**src/rtl/mips_hilo_ctrl_pkg.sv**
```systemverilog
// Shared encodings for the HI/LO multiply/divide sequencer.
package mips_hilo_ctrl_pkg;

  // Decode-stage op codes for HI/LO-class instructions.
  localparam logic [2:0] HILO_MULT  = 3'd0;
  localparam logic [2:0] HILO_MULTU = 3'd1;
  localparam logic [2:0] HILO_DIV   = 3'd2;
  localparam logic [2:0] HILO_DIVU  = 3'd3;
  localparam logic [2:0] HILO_MFHI  = 3'd4;
  localparam logic [2:0] HILO_MFLO  = 3'd5;
  localparam logic [2:0] HILO_MTHI  = 3'd6;
  localparam logic [2:0] HILO_MTLO  = 3'd7;

  typedef enum logic [1:0] {
    ST_IDLE  = 2'd0,
    ST_BUSY  = 2'd1,
    ST_DRAIN = 2'd2
  } hilo_state_e;

  // Ops 0..3 run on the iterative ALU path; 4..7 only touch HI/LO.
  function automatic logic hilo_is_muldiv(input logic [2:0] op);
    return ~op[2];
  endfunction

  // MULT and DIV treat operands as two's complement.
  function automatic logic hilo_is_signed(input logic [2:0] op);
    return (op == HILO_MULT) || (op == HILO_DIV);
  endfunction

endpackage

```
**src/rtl/mips_busy_watchdog.sv**
```systemverilog
// Counts BUSY cycles and raises a sticky flag once the count reaches TIMEOUT.
module mips_busy_watchdog #(
  parameter int unsigned TIMEOUT = 64
) (
  input  logic clk,
  input  logic rst,
  input  logic start,
  input  logic active,
  output logic timeout_err
);

  localparam int unsigned CntW = $clog2(TIMEOUT + 1);
  localparam logic [CntW-1:0] CntMax = CntW'(TIMEOUT);

  logic [CntW-1:0] cnt_q, cnt_d;
  logic            err_q, err_d;

  // Next count: clear on a new op, otherwise count BUSY cycles and saturate.
  always_comb begin
    cnt_d = cnt_q;
    err_d = err_q;
    if (start) begin
      cnt_d = '0;
    end else if (active && (cnt_q != CntMax)) begin
      cnt_d = cnt_q + 1'b1;
    end
    if (cnt_d == CntMax) begin
      err_d = 1'b1;
    end
  end

  // Counter and sticky flag registers.
  always_ff @(posedge clk or negedge rst) begin
    if (!rst) begin
      cnt_q <= '0;
      err_q <= 1'b0;
    end else begin
      cnt_q <= cnt_d;
      err_q <= err_d;
    end
  end

  assign timeout_err = err_q;

endmodule

```
**src/rtl/mips_hilo_ctrl.sv**
```systemverilog
// HI/LO owner and sequencer for the iterative multiply/divide ALU path.
module mips_hilo_ctrl
  import mips_hilo_ctrl_pkg::*;
#(
  parameter int unsigned TIMEOUT  = 64,
  parameter logic [31:0] HILO_RST = 32'd0
) (
  input  logic        clk,
  input  logic        rst,
  input  logic        op_valid,
  input  logic [2:0]  op_code,
  input  logic        flush,
  input  logic [31:0] rs_val,
  input  logic [31:0] rt_val,
  output logic        stall,
  output logic [31:0] hilo_rdata,
  output logic [31:0] hi,
  output logic [31:0] lo,
  output logic        busy,
  output logic        timeout_err,
  output logic        alu_mode_mult,
  output logic        alu_mode_div,
  output logic        alu_acompl,
  output logic        alu_bcompl,
  output logic [31:0] alu_a,
  output logic [31:0] alu_b,
  input  logic        alu_ready,
  input  logic [31:0] alu_quotient,
  input  logic [31:0] alu_remainder,
  input  logic [63:0] alu_product
);

  hilo_state_e state_q, state_d;
  logic        is_div_q, is_div_d;
  logic        acompl_q, acompl_d;
  logic        bcompl_q, bcompl_d;
  logic [31:0] a_q, a_d;
  logic [31:0] b_q, b_d;
  logic [31:0] hi_q, hi_d;
  logic [31:0] lo_q, lo_d;
  logic        accept;
  logic        issue;

  assign accept = op_valid & ~flush & (state_q == ST_IDLE);
  assign issue  = accept & hilo_is_muldiv(op_code);

  // Next-state, operand latch and HI/LO write decode.
  always_comb begin
    state_d  = state_q;
    is_div_d = is_div_q;
    acompl_d = acompl_q;
    bcompl_d = bcompl_q;
    a_d      = a_q;
    b_d      = b_q;
    hi_d     = hi_q;
    lo_d     = lo_q;
    unique case (state_q)
      ST_IDLE: begin
        if (issue) begin
          state_d  = ST_BUSY;
          is_div_d = op_code[1];
          acompl_d = hilo_is_signed(op_code) & rs_val[31];
          bcompl_d = hilo_is_signed(op_code) & rt_val[31];
          a_d      = rs_val;
          b_d      = rt_val;
        end else if (accept && (op_code == HILO_MTHI)) begin
          hi_d = rs_val;
        end else if (accept && (op_code == HILO_MTLO)) begin
          lo_d = rs_val;
        end
      end
      ST_BUSY: begin
        // Flush beats a coincident ready so an aborted op never commits.
        if (flush) begin
          state_d = ST_DRAIN;
        end else if (alu_ready) begin
          state_d = ST_IDLE;
          if (is_div_q) begin
            hi_d = alu_remainder;
            lo_d = alu_quotient;
          end else begin
            hi_d = alu_product[63:32];
            lo_d = alu_product[31:0];
          end
        end
      end
      ST_DRAIN: begin
        // One cycle with modes low lets the ALU fall back to its idle state.
        state_d = ST_IDLE;
      end
      default: begin
        state_d = ST_IDLE;
      end
    endcase
  end

  // State, operand and HI/LO registers.
  always_ff @(posedge clk or negedge rst) begin
    if (!rst) begin
      state_q  <= ST_IDLE;
      is_div_q <= 1'b0;
      acompl_q <= 1'b0;
      bcompl_q <= 1'b0;
      a_q      <= '0;
      b_q      <= '0;
      hi_q     <= HILO_RST;
      lo_q     <= HILO_RST;
    end else begin
      state_q  <= state_d;
      is_div_q <= is_div_d;
      acompl_q <= acompl_d;
      bcompl_q <= bcompl_d;
      a_q      <= a_d;
      b_q      <= b_d;
      hi_q     <= hi_d;
      lo_q     <= lo_d;
    end
  end

  mips_busy_watchdog #(
    .TIMEOUT(TIMEOUT)
  ) u_watchdog (
    .clk        (clk),
    .rst        (rst),
    .start      (issue),
    .active     (state_q == ST_BUSY),
    .timeout_err(timeout_err)
  );

  // Modes come straight from registered state so they cannot glitch.
  assign alu_mode_mult = (state_q == ST_BUSY) & ~is_div_q;
  assign alu_mode_div  = (state_q == ST_BUSY) & is_div_q;
  assign alu_acompl    = acompl_q;
  assign alu_bcompl    = bcompl_q;
  assign alu_a         = a_q;
  assign alu_b         = b_q;

  assign stall      = op_valid & ~flush & (state_q != ST_IDLE);
  assign hilo_rdata = (op_code == HILO_MFHI) ? hi_q : lo_q;
  assign hi         = hi_q;
  assign lo         = lo_q;
  assign busy       = (state_q != ST_IDLE);

endmodule

```
**config.mk**
```make
export PLATFORM = sky130hd
export DESIGN_NAME = mips_hilo_ctrl
export DESIGN_NICKNAME = d
export VERILOG_FILES = /design/src/rtl/mips_hilo_ctrl_pkg.sv /design/src/rtl/mips_busy_watchdog.sv /design/src/rtl/mips_hilo_ctrl.sv
export SDC_FILE = /design/constraint.sdc
export NUM_CORES = 1
export LEC_CHECK = 0
export CORE_AREA = 2 2 143 145
export DETAILED_ROUTE_END_ITERATION = 12
export DIE_AREA = 0 0 145 147
export PLACE_DENSITY = 0.72
export SLEW_MARGIN = 20
export SYNTH_ARGS = -nofsm -noshare
export SYNTH_HDL_FRONTEND = slang
export SYNTH_SLANG_ARGS = --single-unit
```
**constraint.sdc**
```tcl
create_clock -name clk -period 3.7 [get_ports clk]
set_clock_uncertainty 0.1 [all_clocks]
set_input_delay 0.74 -clock clk [delete_from_list [all_inputs] [get_ports clk]]
set_output_delay 0.74 -clock clk [all_outputs]
set_load 0.005 [all_outputs]
```
==> impl_metrics.json, run 1 <==
{
  "status": "finished, final reports clean",
  "syn_area_per_cell_um2": 10.3,
  "routed_wirelength_mm": 23.8,
  "clock_latency_ns": 0.42,
  "die_h_um": 147,
  "dp_hpwl_mm": 18.1,
  "arrival_ns": 2.70,
  "final.period_utilization": 0.956,
  "finalHoldViolations": 0,
  "cts_hold_buffers": 0,
  "via_per_inst": 4.75,
  "ctsResizeCount": 0,
  "fp.dieW_um": 145,
  "required_ns": 2.86,
  "final_util": 0.593,
  "final_max_slew_viol_count": 0,
  "ys_types": 38,
  "rows": 52,
  "max_freq_mhz": 283,
  "drive_gt1_frac": 0.114,
  "critPathSlowestCell": "clkdlybuf4s50_1",
  "final_common_cell": "clkdlybuf4s50_1",
  "period_needed_ns": 3.54,
  "drv_cap": 0,
  "placed_cells": 1310,
  "fin_setup_tns_ns": 0,
  "setup_violations": 0,
  "grt_usage": 0.223,
  "post-synth-top-area-cell": "dfrtp_1",
  "syn-num-nets": 906,
  "antenna_found_initial": 0,
  "core_area_mm2": 0.0198,
  "drc": 0,
  "cts_buffers": 17,
  "ys_seq_area_frac": 0.489,
  "fillers": 1709,
  "grt_max_degree": 66,
  "stdcell_count": 1342,
  "dieArea_mm2": 0.0213,
  "ys_top_cells_by_area": "dfrtp_1 (49%), nand2_1 (10%), mux2i_1 (8.9%), mux2_4 (6.2%), mux2_2 (5.3%)",
  "syn_inst": 704,
  "drtAntennaViolNets": 0,
  "ios": 367,
  "p_per_area_mw_per_mm2": 567,
  "grt_pass1_vias": 6536,
  "post_cts_buffers": 0,
  "hold_path_class": "input pin to async pin",
  "cp-end-kind": "primary output",
  "drt_pass1_iterations": 5,
  "htree_levels": 4,
  "clockRootBuffer": "clkbuf_16",
  "n_antenna_cell": 0,
  "crit_top_cell": "clkdlybuf4s50_1",
  "num_vias": 6374,
  "clk_pin_slew_ns": 0.06,
  "cellLeakagePower_nw": 5.22,
  "initial_core_util": 0.364,
  "crit_chain": "clkdlybuf4s50_1 -> nor3b_2 -> buf_4 -> mux2_2 -> clkdlybuf4s50_1",
  "syn2layout_area_growth_pct": 63.0,
  "drtIter0Drc": 344,
  "ys_ff_latch": 141,
  "wl_per_cell_um": 17.7,
  "relSlewSlack": 0.507,
  "ir_drop_uv": 317,
  "nNetsFinal": 1261,
  "yosys_warnings": 0,
  "gr-total-overflow": 0,
  "synth_top_area_share": 0.489,
  "cts_tree": "yes",
  "rsz0062_at_grt": "false",
  "tightestPinTransition_ns": 0.737,
  "crit_fanout": 18,
  "start_kind": "input pin",
  "cp_slowest_stage_delay_ns": 0.55,
  "clk_path_buf_depth": 2,
  "path_class": "input pin to primary output",
  "place_congestion": 0.776,
  "syn_area_mm2": 0.00722,
  "grt_pass1_wl_mm": 37.2,
  "io_buffers": 366,
  "final_cell_mix": "clkdlybuf4s50_1 (365), nand2_1 (199), dfrtp_1 (140)",
  "clock_sinks": 141
}
[layer usage]
layer	part of all wire	up-vias	wire length [um]	GRT usage
met5	0	-	0	0
met4	0.021	0	490	0.0718
met3	0.055	32	1320	0.0522
met2	0.51	220	12100	0.392
met1	0.42	3032	9920	0.273
li1	-	3090	-	-
[where the power goes]
part / internal (mW) / total, mW / switching [mW]
clock: 1.13 / 1.81 / 0.673
sequential: 1.98 / 2.40 / 0.421
combinational: 1.68 / 2.47 / 0.786
[stage by stage]
stage / power, mW / setup WS, ns / hold WS (ns) / area (um2)
6_report: 6.67 / 0.164 / 0.194 / 11800
5_1_grt: 7.03 / 0.0597 / 0.245 / 11800
4_1_cts: 6.74 / 0.151 / 0.224 / 11800
3_5_place_dp: 4.92 / 0.162 / 0.355 / 11100
3_3_place_gp: 4.87 / 0.188 / 0.355 / 11100
2_1_floorplan: 3.25 / 1.10 / 0.344 / 7220
[flip-flops by register name, indices dropped and copies added, names as in the netlist]
name / count
u_watchdog.cnt_q: 7
lo: 32
alu_acompl: 1
hi: 32
state_q: 2
alu_b: 32
is_div_q: 1
u_watchdog.timeout_err: 1
alu_a: 32
alu_bcompl: 1
[cell type report]
cell class	instances	area, um2	area share
tap	270	338	0.0287
sequential	141	3530	0.300
multi-input combinational	514	3450	0.293
clock buffer	19	433	0.0368
timing repair buffer	380	3810	0.324
clock inverter	13	186	0.0158
inverter	5	18.8	0.00159
[worst max-delay path, delay by kind of cell]
family,cells,cell delay (ns)
buffers and inverters,3,1.31
muxes,1,0.38
and+or+nand+nor,1,0.23
[worst paths after layout]
path	startpoint	to	slack, ns	depth (start not counted)
worst max-delay path	op_code[2]	hilo_rdata[14]	0.16	5
worst min-delay path	rst	alu_a[26]	0.19	1
worst max register to register	state_q[1]	u_watchdog.timeout_err	1.11	6
worst min register to register	alu_b[7]	alu_b[7]	0.37	2
max in group asynchronous	rst	alu_a[2]	2.54	2
min in group clk	alu_b[7]	alu_b[7]	0.37	2
[kinds of logic (layout without fill, tap and decap cells)]
kind of cell | Yosys count | after routing | synth area share
muxes | 160 | 160 | 0.254
xor gates and xnor gates | 6 | 6 | 0.00728
buffers and inverters | 49 | 417 | 0.0345
and+or+nand+nor | 270 | 270 | 0.153
AOI/OAI and AO/OA | 76 | 76 | 0.0594
DFF | 141 | 141 | 0.489
adders and majority gates | 2 | 2 | 0.00347
[synthesized netlist by cell type (all sizes together)]
library cell  instances
xnor2                 3
inv                   5
a22oi                 1
nor3                  1
or3                   1
dfrtp               141
nor2                 46
a31oi                 1
nand4                 4
ha                    2
o31ai                 1
and3                  3
nor3b                 2
buf                  22
a211o                 2
nand3                 1
nor2b                 3
nand2b                3
mux2                 96
mux2i                64
nand2               200
a41o                  1
clkbuf               22
a41oi                 2
o21ai                 3
xor2                  3
a21oi                65
and2                  3
nand4b                2
and2b                 1
(Power assumes the default switching activity.)
==> inputs of run 2 (changes only) <==
--- a/config.mk
+++ b/config.mk
@@ -9,6 +9,7 @@
 export DETAILED_ROUTE_END_ITERATION = 12
 export DIE_AREA = 0 0 145 147
 export PLACE_DENSITY = 0.72
+export REMOVE_ABC_BUFFERS = 1
 export SLEW_MARGIN = 20
 export SYNTH_ARGS = -nofsm -noshare
 export SYNTH_HDL_FRONTEND = slang
==> run 2 against run 1 <==
Compared with the run above:
- sequential power is essentially flat
- setup slack lost 0.029 ns
- critical path depth is the same
- cell count is essentially flat
- cell area shrank 0.20%
- utilization shrank 0.12 points
- worst hold slack lost 0.071 ns
- clock power shrank 7%
- global-route usage shrank 0.45 points
- critical path type unchanged
- largest cell class unchanged
- largest power group unchanged
- highest routed layer unchanged
==> impl_metrics.json, run 2 (synthesized netlist as in run 1, its figures left out) <==
{
  "core_area_mm2": 0.0198,
  "final_util": 0.592,
  "drt_pass1_iterations": 4,
  "cts_hold_buffers": 0,
  "fp.dieW_um": 145,
  "grt_max_degree": 74,
  "path_class": "input pin to primary output",
  "crit_fanout": 29,
  "final_common_cell": "clkdlybuf4s50_1",
  "routed_wirelength_mm": 23.6,
  "reg2regPathDepth": 4,
  "required_ns": 2.86,
  "ctsResizeCount": 0,
  "total_power_mw": 6.55,
  "crit_top_cell": "clkdlybuf4s50_1",
  "relSlewSlack": 0.560,
  "clock_sinks": 141,
  "n_antenna_cell": 0,
  "cp-end-kind": "primary output",
  "drc": 0,
  "final.period_utilization": 0.963,
  "ios": 367,
  "clk_pin_slew_ns": 0.06,
  "final_cell_mix": "clkdlybuf4s50_1 (365), nand2_1 (199), dfrtp_1 (140)",
  "hold_path_class": "input pin to async pin",
  "post_cts_buffers": 0,
  "syn2layout_area_growth_pct": 62.7,
  "cts_tree": "yes",
  "drv_cap": 0,
  "period_needed_ns": 3.56,
  "io_buffers": 366,
  "clk_path_buf_depth": 2,
  "via_per_inst": 4.76,
  "ir_drop_uv": 298,
  "preCtsSetupSlack_ns": 0.120,
  "grt_busiest_layer": "met2",
  "setup_ws_ns": 0.135,
  "initial_core_util": 0.364,
  "drtIter0Drc": 276,
  "fin_setup_tns_ns": 0,
  "antenna_found_initial": 0,
  "place_congestion": 0.788,
  "setup_violations": 0,
  "arrival_ns": 2.72,
  "cts_buffers": 17,
  "r2r_slack_ns": 1.31,
  "clockRootBuffer": "clkbuf_16",
  "wl_per_cell_um": 17.6,
  "start_kind": "input pin",
  "path_buf_inv": 3,
  "tightestPinTransition_ns": 0.659,
  "cellLeakagePower_nw": 5.20,
  "cpLargestDelayFamily": "buffers and inverters",
  "nNetsFinal": 1261,
  "dieArea_mm2": 0.0213,
  "final_max_slew_viol_count": 0,
  "grt_pass1_wl_mm": 36.5,
  "die_h_um": 147,
  "crit_chain": "clkdlybuf4s50_1 -> nor3b_2 -> buf_12 -> mux2_2 -> clkdlybuf4s50_1",
  "hold_ws_ns": 0.122,
  "dp_hpwl_mm": 17.9,
  "num_vias": 6385,
  "p_per_area_mw_per_mm2": 558,
  "max_freq_mhz": 281,
  "drtAntennaViolNets": 0,
  "finalHoldViolations": 0,
  "rows": 52,
  "path_depth": 5,
  "grt_pass1_vias": 6544,
  "grt_usage": 0.219,
  "use_met1": 0.261,
  "grtUsageMet2": 0.384,
  "htree_levels": 4,
  "grtUsageMet3": 0.0596,
  "rsz0062_at_grt": "false",
  "gr-total-overflow": 0,
  "status": "finished, final reports clean",
  "clock_latency_ns": 0.41,
  "critPathSlowestCell": "clkdlybuf4s50_1",
  "drive_gt1_frac": 0.115,
  "cp_slowest_stage_delay_ns": 0.56
}
-- run 2: changes by cell type in the layout (fill, tap and decap cells not counted), sizes merged --
| cell | before | now |
|---|---|---|
| clkinvlp | 1 | 4 |
| clkinv | 5 | 6 |
| bufinv | 4 | 2 |
| clkbuf | 19 | 18 |
| inv | 8 | 6 |
-- run 2: worst reg2reg max path: stages, from the launching register on --
cell,delay [ns]
dfrtp_4,0.84
buf_4,0.56
mux2i_1,0.36
a21oi_1,0.11
mux2_4,0.29
-- run 2: where the power goes --
group	total, mW	leakage (nW)	internal [mW]	switching (mW)
Sequential	2.39	1.71	1.98	0.406
Clock	1.68	0.274	1.01	0.671
Combinational	2.48	3.22	1.68	0.796
Total	6.55	5.20	4.67	1.87
-- run 2: path summary, 6_finish.rpt --
path	startpoint	endpoint
max in group asynchronous	rst	alu_b[9]
min	rst	alu_a[12]
max	op_code[2]	hilo_rdata[24]
min reg2reg	alu_b[16]	alu_b[16]
max reg2reg	is_div_q	hi[6]
min in group clk	alu_b[16]	alu_b[16]
-- run 2: routing by layer --
metal | vias to the layer above | share of wire
met2 | 247 | 0.51
met1 | 3014 | 0.40
li1 | 3090 | -
met3 | 34 | 0.068
met5 | - | 0
met4 | 0 | 0.020
-- run 2: area by class of cell --
class | count | area [um2]
timing repair buffer | 380 | 3820
sequential | 141 | 3530
multi-input combinational | 514 | 3450
tap | 270 | 338
inverter | 5 | 18.8
clock inverter | 13 | 144
clock buffer | 18 | 439
fill | 1744 | 8100
-- run 2: stage by stage --
| stage | cell area (um2) | std cells |
|---|---|---|
| after global routing | 11700 | 1341 |
| after CTS | 11700 | 1341 |
| final | 11700 | 1341 |
| after global placement | 11200 | 1310 |
| after floorplan | 6990 | 660 |
| after detailed placement | 11200 | 1310 |
